<file path="src/rtl/mem_port_arbiter_pkg.sv">
// mem_port_arbiter_pkg: shared size encodings, FSM states and IO window constant
package mem_port_arbiter_pkg;
  localparam logic [1:0] MEM_B = 2'd0;
  localparam logic [1:0] MEM_H = 2'd1;
  localparam logic [1:0] MEM_W = 2'd2;
  localparam logic [1:0] IO_HI_DEF = 2'b11;
  typedef enum logic [1:0] {IDLE, READ, WRITE} state_t;
  function automatic logic [1:0] last_byte(input logic [1:0] size);
    return size == MEM_W ? 2'd3 : size == MEM_H ? 2'd1 : 2'd0;
  endfunction
endpackage

</file>
<file path="src/rtl/mem_port_arbiter_port_arb_select.sv">
// port_arb_select: fixed-priority or round-robin one-hot grant selection
module port_arb_select #(
  parameter int N_PORTS = 2,
  parameter bit ARB_MODE = 1'b0
) (
  input  logic [N_PORTS-1:0] req_valid,
  input  logic [1:0]         rr_ptr,
  output logic [N_PORTS-1:0] grant,
  output logic [1:0]         idx,
  output logic               any
);
  int j;
  always_comb begin
    j = 0;
    idx = '0;
    any = 1'b0;
    for (int i = N_PORTS - 1; i >= 0; i--) begin
      j = ARB_MODE ? (int'(rr_ptr) + i) % N_PORTS : i;
      if (|(req_valid & (N_PORTS'(1) << j))) begin
        idx = 2'(j);
        any = 1'b1;
      end
    end
    grant = any ? N_PORTS'(1) << idx : '0;
  end
endmodule

</file>
<file path="src/rtl/mem_port_arbiter.sv">
// mem_port_arbiter: multi-port byte-serial RAM/IO bus arbiter with sized, sign-extending accesses
module mem_port_arbiter
  import mem_port_arbiter_pkg::*;
#(
  parameter int         N_PORTS    = 2,
  parameter bit         ARB_MODE   = 1'b0,
  parameter logic [3:0] CLEAR_MASK = 4'b0011,
  parameter logic [1:0] IO_HI      = IO_HI_DEF
) (
  input  logic                   clk_in,
  input  logic                   rst_in,
  input  logic                   rdy_in,
  input  logic                   clear,
  input  logic [N_PORTS-1:0]     req_valid,
  input  logic [32*N_PORTS-1:0]  req_addr,
  input  logic [N_PORTS-1:0]     req_wr,
  input  logic [2*N_PORTS-1:0]   req_size,
  input  logic [N_PORTS-1:0]     req_sext,
  input  logic [32*N_PORTS-1:0]  req_wdata,
  output logic [N_PORTS-1:0]     req_ready,
  output logic [N_PORTS-1:0]     resp_valid,
  output logic [31:0]            resp_data,
  input  logic [7:0]             mem_din,
  output logic [7:0]             mem_dout,
  output logic [31:0]            mem_a,
  output logic                   mem_wr,
  input  logic                   io_buffer_full
);
  state_t state;
  logic [1:0] rr_ptr, win, port, cnt, last, w_size, w_last;
  logic [N_PORTS-1:0] grant;
  logic any, fin, sext, w_wr, w_sext, w_io, stall;
  logic [31:0] addr, wdata, asm_q, w_addr, w_wdata, raw;
  port_arb_select #(.N_PORTS(N_PORTS), .ARB_MODE(ARB_MODE)) u_sel (
    .req_valid(req_valid),
    .rr_ptr(rr_ptr),
    .grant(grant),
    .idx(win),
    .any(any)
  );
  always_comb begin
    w_addr = '0;
    w_wdata = '0;
    w_size = '0;
    w_wr = 1'b0;
    w_sext = 1'b0;
    for (int p = 0; p < N_PORTS; p++) begin
      if (win == 2'(p)) begin
        w_addr = req_addr[32*p +: 32];
        w_wdata = req_wdata[32*p +: 32];
        w_size = req_size[2*p +: 2];
        w_wr = req_wr[p];
        w_sext = req_sext[p];
      end
    end
    w_io = w_addr[17:16] == IO_HI;
    w_last = last_byte((!w_wr && w_io) ? MEM_B : w_size);
  end
  assign stall = addr[17:16] == IO_HI && io_buffer_full;
  assign raw = asm_q | (32'(mem_din) << {last, 3'b000});
  assign resp_data = (state == READ && fin) ?
                     (last == 2'd0 ? {{24{sext & raw[7]}}, raw[7:0]} :
                      last == 2'd1 ? {{16{sext & raw[15]}}, raw[15:0]} : raw) : '0;
  always_ff @(posedge clk_in) begin
    if (!rst_in) begin
      state <= IDLE;
      rr_ptr <= '0;
      port <= '0;
      cnt <= '0;
      last <= '0;
      fin <= 1'b0;
      sext <= 1'b0;
      addr <= '0;
      wdata <= '0;
      asm_q <= '0;
      req_ready <= '0;
      resp_valid <= '0;
      mem_a <= '0;
      mem_dout <= '0;
      mem_wr <= 1'b0;
    end else if (rdy_in) begin
      req_ready <= '0;
      resp_valid <= '0;
      case (state)
        IDLE: begin
          if (any && !clear) begin
            state <= w_wr ? WRITE : READ;
            req_ready <= grant;
            port <= win;
            addr <= w_addr;
            wdata <= w_wdata;
            sext <= w_sext;
            last <= w_last;
            cnt <= '0;
            fin <= 1'b0;
            asm_q <= '0;
            mem_a <= w_addr;
            mem_dout <= w_wr ? w_wdata[7:0] : 8'd0;
            mem_wr <= w_wr && !(w_io && io_buffer_full);
            if (ARB_MODE) rr_ptr <= (win == 2'(N_PORTS - 1)) ? 2'd0 : win + 2'd1;
          end
        end
        READ: begin
          if (fin) begin
            state <= IDLE;
          end else if (clear && CLEAR_MASK[port]) begin
            state <= IDLE;
            mem_a <= '0;
          end else begin
            if (cnt != 2'd0) asm_q[{cnt - 2'd1, 3'b000} +: 8] <= mem_din;
            if (cnt == last) begin
              fin <= 1'b1;
              mem_a <= '0;
              resp_valid <= N_PORTS'(1) << port;
            end else begin
              cnt <= cnt + 2'd1;
              mem_a <= addr + 32'(cnt) + 32'd1;
            end
          end
        end
        WRITE: begin
          if (fin) begin
            state <= IDLE;
          end else if (!mem_wr) begin
            mem_wr <= !stall;
          end else if (cnt == last) begin
            fin <= 1'b1;
            mem_a <= '0;
            mem_dout <= '0;
            mem_wr <= 1'b0;
            resp_valid <= N_PORTS'(1) << port;
          end else begin
            cnt <= cnt + 2'd1;
            mem_a <= addr + 32'(cnt) + 32'd1;
            mem_dout <= wdata[{cnt + 2'd1, 3'b000} +: 8];
            mem_wr <= !stall;
          end
        end
        default: state <= IDLE;
      endcase
    end
  end
endmodule
</file>
<file path="config.mk">
export PLATFORM = sky130hd
export DESIGN_NAME = mem_port_arbiter
export DESIGN_NICKNAME = d
export VERILOG_FILES = /design/src/rtl/mem_port_arbiter_pkg.sv /design/src/rtl/mem_port_arbiter_port_arb_select.sv /design/src/rtl/mem_port_arbiter.sv
export SDC_FILE = /design/constraint.sdc
export NUM_CORES = 1
export LEC_CHECK = 0
export BUFFER_PORTS_ARGS = -buffer_cell sky130_fd_sc_hd__buf_4
export CAP_MARGIN = 15
export CORE_ASPECT_RATIO = 1.2
export CORE_MARGIN = 1.5
export CORE_UTILIZATION = 45
export DETAILED_ROUTE_END_ITERATION = 8
export HOLD_SLACK_MARGIN = 0.03
export PLACE_DENSITY = 0.75
export SLEW_MARGIN = 20
export SYNTH_ARGS = -nofsm -noshare
export SYNTH_HDL_FRONTEND = slang
export SYNTH_SLANG_ARGS = --single-unit
</file>
<file path="constraint.sdc">
create_clock -name clk_in -period 4.1 [get_ports clk_in]
set_input_delay 0.82 -clock clk_in [delete_from_list [all_inputs] [get_ports clk_in]]
set_output_delay 0.82 -clock clk_in [all_outputs]
set_load 0.1 [all_outputs]
</file>
Yosys cells after proc, flatten, opt, wreduce, memory -nomap -nowiden. Index checks and enable logic that the tools add are counted.

Flip-flop bits (word level): 151. Input port bits: 151. Output and inout port bits: 77. Word-level logic and storage cells: 147.

$add $sub $neg: 5. $lt $le $gt $ge: 1. Equal/unequal tests: 17. Shift operators: 6. Multiplexer cells: 75. Bitwise logic cells: 3. Reductions and logical operators: 26.

Operators with widths (count): 32-bit two-way mux (17); 32-bit one-hot mux with 3 select lines (1); 32-bit one-hot mux with 2 select lines (1); 2-bit two-way mux (23); 8-bit two-way mux (5); 32-bit by 1-bit adder with 32-bit output, second input constant (1); 32-bit by 2-bit adder with 32-bit output (1); 32-bit bitwise mux (1); 32-bit bitwise OR (1); 8-bit by 7-bit variable shift with 32-bit output, first input constant (1); 32-bit by 6-bit indexed part select with 8-bit output (1); 8-bit by 7-bit indexed part select with 32-bit output (1); 8-bit by 5-bit left shift with 32-bit output (1); 1-bit two-way mux (20); 8-bit one-hot mux with 2 select lines (1); 2-bit != test, second input constant (6); 2-bit one-hot mux with 3 select lines (2); 6-bit AND reduction (2); 2-bit by 1-bit equality test with 1-bit output, second input constant (4); 2-bit equality test, second input constant (4); 4-bit AND reduction (2); 1-bit logical AND (7); 5-bit negation with 7-bit output (1); 7-bit AND reduction (1); other kinds (18) (28).

Longest topological paths before layout. Gate-level depths: netlist of the first run.

Word-level depth: 11. Mapped depth: 10. Gate-level depth less buffers: 8.

Modules after synthesis. Synthesis of the first run repeated with hierarchy kept, for this count alone.

Cells, all modules: 1040. Area total of the unflattened synthesis: 8445.6 sq um.

Modules (own cells, without submodules): mem_port_arbiter (times used 1, cells an instance 1034, area an instance 8410.6 sq um, sequential area each 3022.9 sq um); port_arb_select (times used 1, cells an instance 6, area an instance 35.0 sq um, sequential area each 0.0 sq um).

Least setup slack after synthesis of the first run. No wires, ideal clock.

Path type: input to output. Start: input mem_din[7]. End: output resp_data[21]. Arrival: 3.564 ns. Required time: 3.280 ns. Path slack: -0.284 ns. Cell stages on the path: 6. Path buffers: 2. Cells stage by stage: clkbuf_1 > o21ai_0 > a21oi_1 > nand2_1 > clkbuf_1 > a31oi_1.

Longest elaborated chain between the ends: 6. Elaborated cells between the ends (all ways): 7. Classes of those cells: shift (1); mux (3); bitwise (3).

RTL lines: from (decl) (RTL line mem_port_arbiter.sv:23) `input logic [7:0] mem_din,`; 8-bit by 5-bit left shift with 32-bit output (*) (RTL line mem_port_arbiter.sv:60) `assign raw = asm_q | (32'(mem_din) << {last, 3'b000});`; 32-bit bitwise OR (*) (RTL line mem_port_arbiter.sv:60); 1-bit AND (RTL line mem_port_arbiter.sv:63) `last == 2'd1 ? {{16{sext & raw[15]}}, raw[15:0]} : raw) : '0;`; 32-bit two-way mux (RTL line mem_port_arbiter.sv:63); 32-bit two-way mux (*) (RTL line mem_port_arbiter.sv:62) `(last == 2'd0 ? {{24{sext & raw[7]}}, raw[7:0]} :`; 32-bit two-way mux (*) (RTL line mem_port_arbiter.sv:61) `assign resp_data = (state == READ && fin) ?`; to (decl) (RTL line mem_port_arbiter.sv:22) `output logic [31:0] resp_data,`.

Mark *: on every way between the ends. The rest lies on a longest branch, timed or not.

Final worst setup path of the first run.
Start: register state[1]. End: output resp_data[25].

Longest elaborated chain between the ends: 3.

RTL lines: from (decl) (RTL line mem_port_arbiter.sv:29) `state_t state;`; from (signal assigned) (RTL line mem_port_arbiter.sv:87) `state <= w_wr ? WRITE : READ;`; 2-bit by 1-bit equality test with 1-bit output (RTL line mem_port_arbiter.sv:61); 1-bit logical AND (RTL line mem_port_arbiter.sv:61); 32-bit two-way mux (RTL line mem_port_arbiter.sv:61).

Every way passes these cells.

==> results of run 1 <==
[worst min path at each step]
stage	from	endpoint	slack [ns]	cells past startpoint
after detailed placement	asm_q[30]$_SDFFE_PN0P_	asm_q[30]$_SDFFE_PN0P_	0.44	1
after global routing	asm_q[25]$_SDFFE_PN0P_	asm_q[25]$_SDFFE_PN0P_	0.48	1
final	asm_q[29]$_SDFFE_PN0P_	asm_q[29]$_SDFFE_PN0P_	0.46	1
after global placement	asm_q[31]$_SDFFE_PN0P_	asm_q[31]$_SDFFE_PN0P_	0.44	1
after CTS	asm_q[24]$_SDFFE_PN0P_	asm_q[24]$_SDFFE_PN0P_	0.46	1
after floorplan	asm_q[24]$_SDFFE_PN0P_	asm_q[24]$_SDFFE_PN0P_	0.43	1
[area by class of cell]
class | instances | area share (%)
timing repair buffer | 242 | 17.53
tap | 220 | 2.657
multi-input combinational | 658 | 43.44
inverter | 38 | 1.389
sequential | 150 | 28.98
clock inverter | 14 | 1.763
clock buffer | 18 | 4.239
[layer usage]
metal | vias up | part of all wire, %
li1 | 3753 | -
met2 | 287 | 48
met3 | 37 | 6.0
met1 | 3526 | 44
met4 | 0 | 2.6
met5 | - | 0
[cell usage after synthesis (3+ instances only)]
cell	number	area [µm²]
nand2_1	32	120.1
a22o_1	8	70.07
a21oi_1	57	285.3
o211ai_1	5	37.54
buf_6	4	45.04
o221a_2	9	101.4
o211a_1	5	50.05
nand2b_1	19	118.9
a22oi_1	10	75.07
clkbuf_1	48	180.2
a31oi_1	21	131.4
o21ai_0	35	175.2
o221ai_1	5	43.79
a22o_2	8	80.08
nor4_1	11	68.82
o32ai_1	5	43.79
or3_1	4	25.02
nor2_1	133	499.2
o21ai_1	3	15.01
a211oi_1	67	503.0
mux4_2	8	180.2
nand3_1	9	45.04
o2111ai_1	4	35.03
nor3_1	13	65.06
or2_2	4	25.02
nand4_1	5	31.28
o31ai_1	5	37.54
mux2i_1	71	710.7
dfxtp_1	150	3003
o21a_1	8	60.06
o311a_1	8	80.08
nor2b_1	4	25.02
xnor2_1	12	105.1
o31a_1	3	26.28
buf_2	18	90.09
inv_1	36	135.1
or4_1	9	67.56
and2_1	12	75.07
xor2_1	3	26.28
and3_1	6	37.54
ha_1	12	150.1
and4_1	4	35.03
[kinds of logic after synthesis]
group / share of synthesized area (%)
compound gates: 24.41
xor+xnor: 2.059
fa+ha+maj: 2.138
buf+inv: 6.036
flops: 37.72
mux: 11.19
simple gates: 16.44
[where the power goes]
group          total (µW)  internal (µW)  switching [µW]
registers            1640           1560            81.5
clock network        1660           1030             629
logic                 986            330             655
[state kept, by name, summed over array words and instances, names as in the netlist, 2 cells and up]
signal,count
wdata,32
last,2
mem_a,32
resp_valid,2
cnt,2
state,2
req_ready,2
addr,32
asm_q,32
mem_dout,8
[per-stage QoR]
stage	hold WS (ns)	area [µm²]	setup WS [ns]	instances
after global placement	0.4428	9736	1.158	1308
after CTS	0.4617	10360	0.7488	1340
after global routing	0.4796	10360	0.4765	1340
after detailed placement	0.4436	9736	1.080	1308
after floorplan	0.4298	7960	-0.2838	920
final	0.4571	10360	0.6709	1340
==> results.ini, run 1 <==
[timing]
setup_tns_ns = 0
period_needed_ns = 3.429
slew-limit-headroom_pct = 47.85
finalClockSkew_ns = 0.01465
rsz0062_at_grt = false
fin_crit_sh_pct = 83.64
hold_viol_final = 0
setup_viol_count_final = 0
max_freq_mhz = 291.6
slew_violations = 0
worstMarginPinSlew_ns = 0.7805

[drt]
wl_um = 22970
dr.pass1.iters = 5
wl_per_cell_um = 17.14
drc = 0
viasPerCell = 5.674
ant_nets = 0
drt_iter0_drc = 518
routed-via-count = 7603

[floorplan]
dieArea_um2 = 18500
die_w_um = 124.4
num_io_pins = 228
die_y_um = 148.7
initial_utilization_pct = 45.64
core-area_um2 = 17440
rows = 53

[clock_network]
clk_latency_ns = 0.43
cts_sinks = 150
cts_setup_buffers = 0
post_cts_resized = 0
cts_buffer_depth = 2
cts_buffers = 17
hold_buffers = 0
cts_tree = yes
root_buffer = clkbuf_16
clkTransAtPathRegs_ns = 0.06
htreeDepth = 4

[finish]
regArea_um2 = 3003
nFillCells = 1583
final_cell_mix = 242 x buf_4, 150 x dfxtp_1, 132 x nor2_1
insertedDiodeCount = 0
drive_above_1_share_pct = 28.04
utilization_pct = 59.41
synthToLayoutAreaGrowth_pct = 30.16
nets = 1271
mostFrequentLayoutCell = buf_4
multi_input_area_um2 = 4501

[yosys]
synthFlopType = dfxtp_1
synthCells = 920
synth.avg_cell_area_um2 = 8.652
async_flop_share_pct = 0
synth-edff-count = 0
synth_cell_types = 63
netlist_area_um2 = 7960
synth_nets = 1084
synth-seq-cells = 150
yosysWarnings = 0
seq_area_frac_synth_pct = 37.72

[run]
drv_cap = 0

[critical_path]
cpMaxStageDelayCell = dfxtp_1
r2r_start = cnt[0]$_SDFFE_PN0P_
crit_path_start = state[1]$_SDFFE_PN0P_
critPathBufInv = 2
rr_worst_depth = 9
worstPathRequired_ns = 3.28
cp-start-kind = flip-flop
worstSetupPathType = reg2out
crit_path_end_kind = output pin
crit_cells = 7
worstPathArrival_ns = 2.61
r2r_setup_slack_ns = 1.17
timing.rr.end = mem_a[18]$_SDFFE_PN0P_
path_max_fanout = 16
path_common_cell = nand2_1
cp_top_family = simple AND/OR/NAND/NOR gates
slowest_delay_ns = 0.34
crit_chain = inv_1, ha_1, nand2_1, a21oi_1, nand2_1, a31oi_1, buf_4
crit_end = resp_data[25]

[hold_path]
hold_class = reg2reg

[pwr]
ir_drop_mv = 0.3026
p_leak_uw = 0.004164
p_per_area_nw_per_um2 = 413.1
p_total_uw = 4280

[grt]
grt_pass1_wl_um = 36340
grt_max_degree = 70
met3_usage_pct = 5.000
grt.total_usage_pct = 24.25
grt_use_met2_pct = 39.95
antenna_found_initial = 0
overflow = 0
grt-busiest-layer = met2
use_met1_pct = 31.36
grt_pass1_vias = 7028

[placement]
dp_hpwl_um = 16230
gp_congestion = 0.8515
portBuffers = 227

[outcome]
outcome = complete, no violations

Note: power is estimated with default switching activity, not from simulation.
==> run 2: changes to the inputs <==
--- a/config.mk
+++ b/config.mk
@@ -5,6 +5,7 @@
 export SDC_FILE = /design/constraint.sdc
 export NUM_CORES = 1
 export LEC_CHECK = 0
+export ABC_AREA = 1
 export BUFFER_PORTS_ARGS = -buffer_cell sky130_fd_sc_hd__buf_4
 export CAP_MARGIN = 15
 export CORE_ASPECT_RATIO = 1.2
@@ -12,7 +13,7 @@
 export CORE_UTILIZATION = 45
 export DETAILED_ROUTE_END_ITERATION = 8
 export HOLD_SLACK_MARGIN = 0.03
-export PLACE_DENSITY = 0.75
+export PLACE_DENSITY = 0.74
 export SLEW_MARGIN = 20
 export SYNTH_ARGS = -nofsm -noshare
 export SYNTH_HDL_FRONTEND = slang
==> constraint.sdc (replaced) <==
create_clock -name clk_in -period 3.3 [get_ports clk_in]
set_input_delay 0.66 -clock clk_in [delete_from_list [all_inputs] [get_ports clk_in]]
set_output_delay 0.66 -clock clk_in [all_outputs]
set_load 0.1 [all_outputs]
==> results.ini, run 2 <==
[yosys]
synth.most_common_cell = nand2_1
yosysWarnings = 0  ; unchanged
synth-edff-count = 0  ; unchanged
synthTopCellsByCount = 356 x nand2_1, 202 x nor2_1, 150 x dfxtp_1
synth_top_area_cell = dfxtp_1
synthCells = 1363  ; +48%
synth_cell_types = 38  ; -40%
synth_nets = 1527  ; +41%
seq_area_frac_synth_pct = 34.56  ; -3.2 points
yosysTopAreaCellShare_pct = 34.56  ; -3.2 points
synthTopCellsByArea = dfxtp_1 35%, nand2_1 15%, nor2_1 8.7%
async_flop_share_pct = 0  ; unchanged
synth-seq-cells = 150  ; unchanged
synth.avg_cell_area_um2 = 6.374  ; -26%
netlist_area_um2 = 8688  ; +9.1%
synthFlopType = dfxtp_1

[finish]
nFillCells = 1855  ; +17%
regArea_um2 = 3003  ; unchanged
insertedDiodeCount = 0  ; unchanged
drive_above_1_share_pct = 20.01  ; -8.0 points
nets = 1720  ; +35%
utilization_pct = 59.31  ; -0.10 points
final_cell_mix = 355 x nand2_1, 241 x buf_4, 202 x nor2_1
mostFrequentLayoutCell = nand2_1
multi_input_area_um2 = 4960  ; +10%
synthToLayoutAreaGrowth_pct = 29.18

[hold_path]
hp-start = asm_q[4]$_SDFFE_PN0P_
hold_class = reg2reg

[critical_path]
worstPathArrival_ns = 2.41  ; -0.20 ns
r2r_start = cnt[0]$_SDFFE_PN0P_
worstSetupPathType = reg2out
path_max_fanout = 11  ; -5
crit_path_start = state[1]$_SDFFE_PN0P_
worstPathRequired_ns = 2.64  ; -0.64 ns
cp-start-kind = flip-flop
crit_path_end_kind = output pin

[drt]
viasPerCell = 5.335  ; -6.0%
wl_per_cell_um = 15.49  ; -9.6%
wl_um = 28270  ; +23%
ant_nets = 0  ; unchanged
dr.pass1.iters = 5  ; unchanged
drc = 0  ; unchanged
routed-via-count = 9736  ; +28%
drt_iter0_drc = 745  ; +44%

[pwr]
p_leak_uw = 0.004944  ; +19%
p_int_uw = 3701  ; +27%
clockPowerShare_pct = 35.3  ; -3.4 points
comb_power_share_pct = 29.5  ; +6.5 points
switching_share_pct = 36.56  ; +4.6 points
ir_drop_mv = 0.3412  ; +13%
pwr-share-seq_pct = 35.3  ; -2.9 points
p_total_uw = 5833  ; +36%
p_per_area_nw_per_um2 = 519.7  ; +26%
p_sw_uw = 2132  ; +56%

[floorplan]
num_io_pins = 228  ; unchanged
initial_utilization_pct = 45.91  ; +0.27 points
rows = 55  ; +3.8%
die_y_um = 155.2  ; +4.4%
core-area_um2 = 18920  ; +8.5%
die_w_um = 129.8  ; +4.4%
dieArea_um2 = 20150  ; +8.9%

[placement]
gp_congestion = 0.9930  ; +17%
dp_hpwl_um = 20830  ; +28%
portBuffers = 227  ; unchanged
dp_slack_ns = 0.6403  ; -0.4396 ns

[clock_network]
clk_latency_ns = 0.42  ; about the same
root_buffer = clkbuf_16
post_cts_resized = 0  ; unchanged
cts_tree = yes
htreeDepth = 4  ; unchanged
cts_setup_buffers = 0  ; unchanged
hold_buffers = 0  ; unchanged
cts_sinks = 150  ; unchanged
cts_buffers = 17  ; unchanged
clkTransAtPathRegs_ns = 0.06  ; about the same
cts_buffer_depth = 2  ; unchanged

[timing]
hold_viol_final = 0  ; unchanged
fin_crit_sh_pct = 92.97
slew_violations = 0  ; unchanged
setup_viol_count_final = 0  ; unchanged
period_needed_ns = 3.068
slew-limit-headroom_pct = 35.52  ; -12 points
finalClockSkew_ns = 0.006064  ; -0.008587 ns
hold_ws_ns = 0.4665  ; +0.009453 ns
max_freq_mhz = 325.9
worst_slack_ns = 0.2320  ; -0.4389 ns
setup_tns_ns = 0  ; unchanged
worstMarginPinSlew_ns = 0.9661  ; +0.1856 ns
rsz0062_at_grt = false

[grt]
overflow = 0  ; unchanged
grt_max_degree = 66  ; -5.7%
grt_pass1_vias = 9172  ; +31%
grt_pass1_wl_um = 45260  ; +25%
antenna_found_initial = 0  ; unchanged
grt.total_usage_pct = 28.29  ; +4.0 points

[outcome]
outcome = complete, no violations

[run]
drv_cap = 0  ; unchanged

==> run 2: cell count changes after synthesis, sizes merged, moves of 16 or more <==
cell / delta
nand2b: -19
a21oi: +89
a22o: -16
inv: +72
nand4: +28
nor2: +73
o21ai: +61
mux2i: -45
nand2: +328
a211oi: -63
nand3: +38
==> run 2: kinds of logic (layout without fill, tap and decap cells) <==
logic type               Yosys count  after routing  synth area share [%]
AND/OR/NAND/NOR                  687            687                 32.86
adder cells (fa/ha/maj)           13             13                 1.958
buffers and inverters            187            393                 8.813
flip-flops                       150            150                 34.56
AO/OA/AOI/OAI                    300            300                 18.81
multiplexers                      26             26                 2.995
==> run 2: cell type report <==
class | instances | area share [%]
inverters | 116 | 3.902
clock buffers | 19 | 3.857
flip-flops and latches | 150 | 26.76
repair buffers | 245 | 16.83
clock inverters | 13 | 1.605
well taps | 256 | 2.854
multi-input cells | 1026 | 44.19
==> run 2: worst paths after layout <==
check        cells past startpoint                     to  slack (ns)
max                              7          resp_data[24]        0.23
min                              2  asm_q[4]$_SDFFE_PN0P_        0.47
max reg2reg                      7  asm_q[2]$_SDFFE_PN0P_        0.79
min reg2reg                      2  asm_q[4]$_SDFFE_PN0P_        0.47
==> run 2: metal layers <==
metal  routed length (µm)  GRT usage (%)  share of wire, %
met5                    0              0                 0
met4                  822          9.947               2.9
met3                 1695          4.952               6.0
met2                14240          50.59                50
met1                11510          33.69                41
==> run 2: critical path, cell delays in order (launching register included) <==
cell and delay [ns]:
dfxtp_1 0.33, inv_1 0.09, ha_1 0.37, nand2_1 0.22
nor2_1 0.25, nand2_2 0.22, a31oi_2 0.19, buf_4 0.31
==> run 2: power by group through the flow <==
stage	Clock (µW)	Combinational [µW]	Sequential (µW)
3_5_place_dp	0	1710	2090
3_3_place_gp	0	1690	2090
5_1_grt	2150	1850	2070
2_1_floorplan	0	752	2540
4_1_cts	2070	1720	2050
6_report	2060	1720	2060
==> run 2: stage by stage <==
| step | instances | area, µm² |
|---|---|---|
| floorplan | 1363 | 8721 |
| global placement | 1793 | 10610 |
| detailed placement | 1793 | 10610 |
| CTS | 1825 | 11220 |
| global route | 1825 | 11220 |
| finish | 1825 | 11220 |
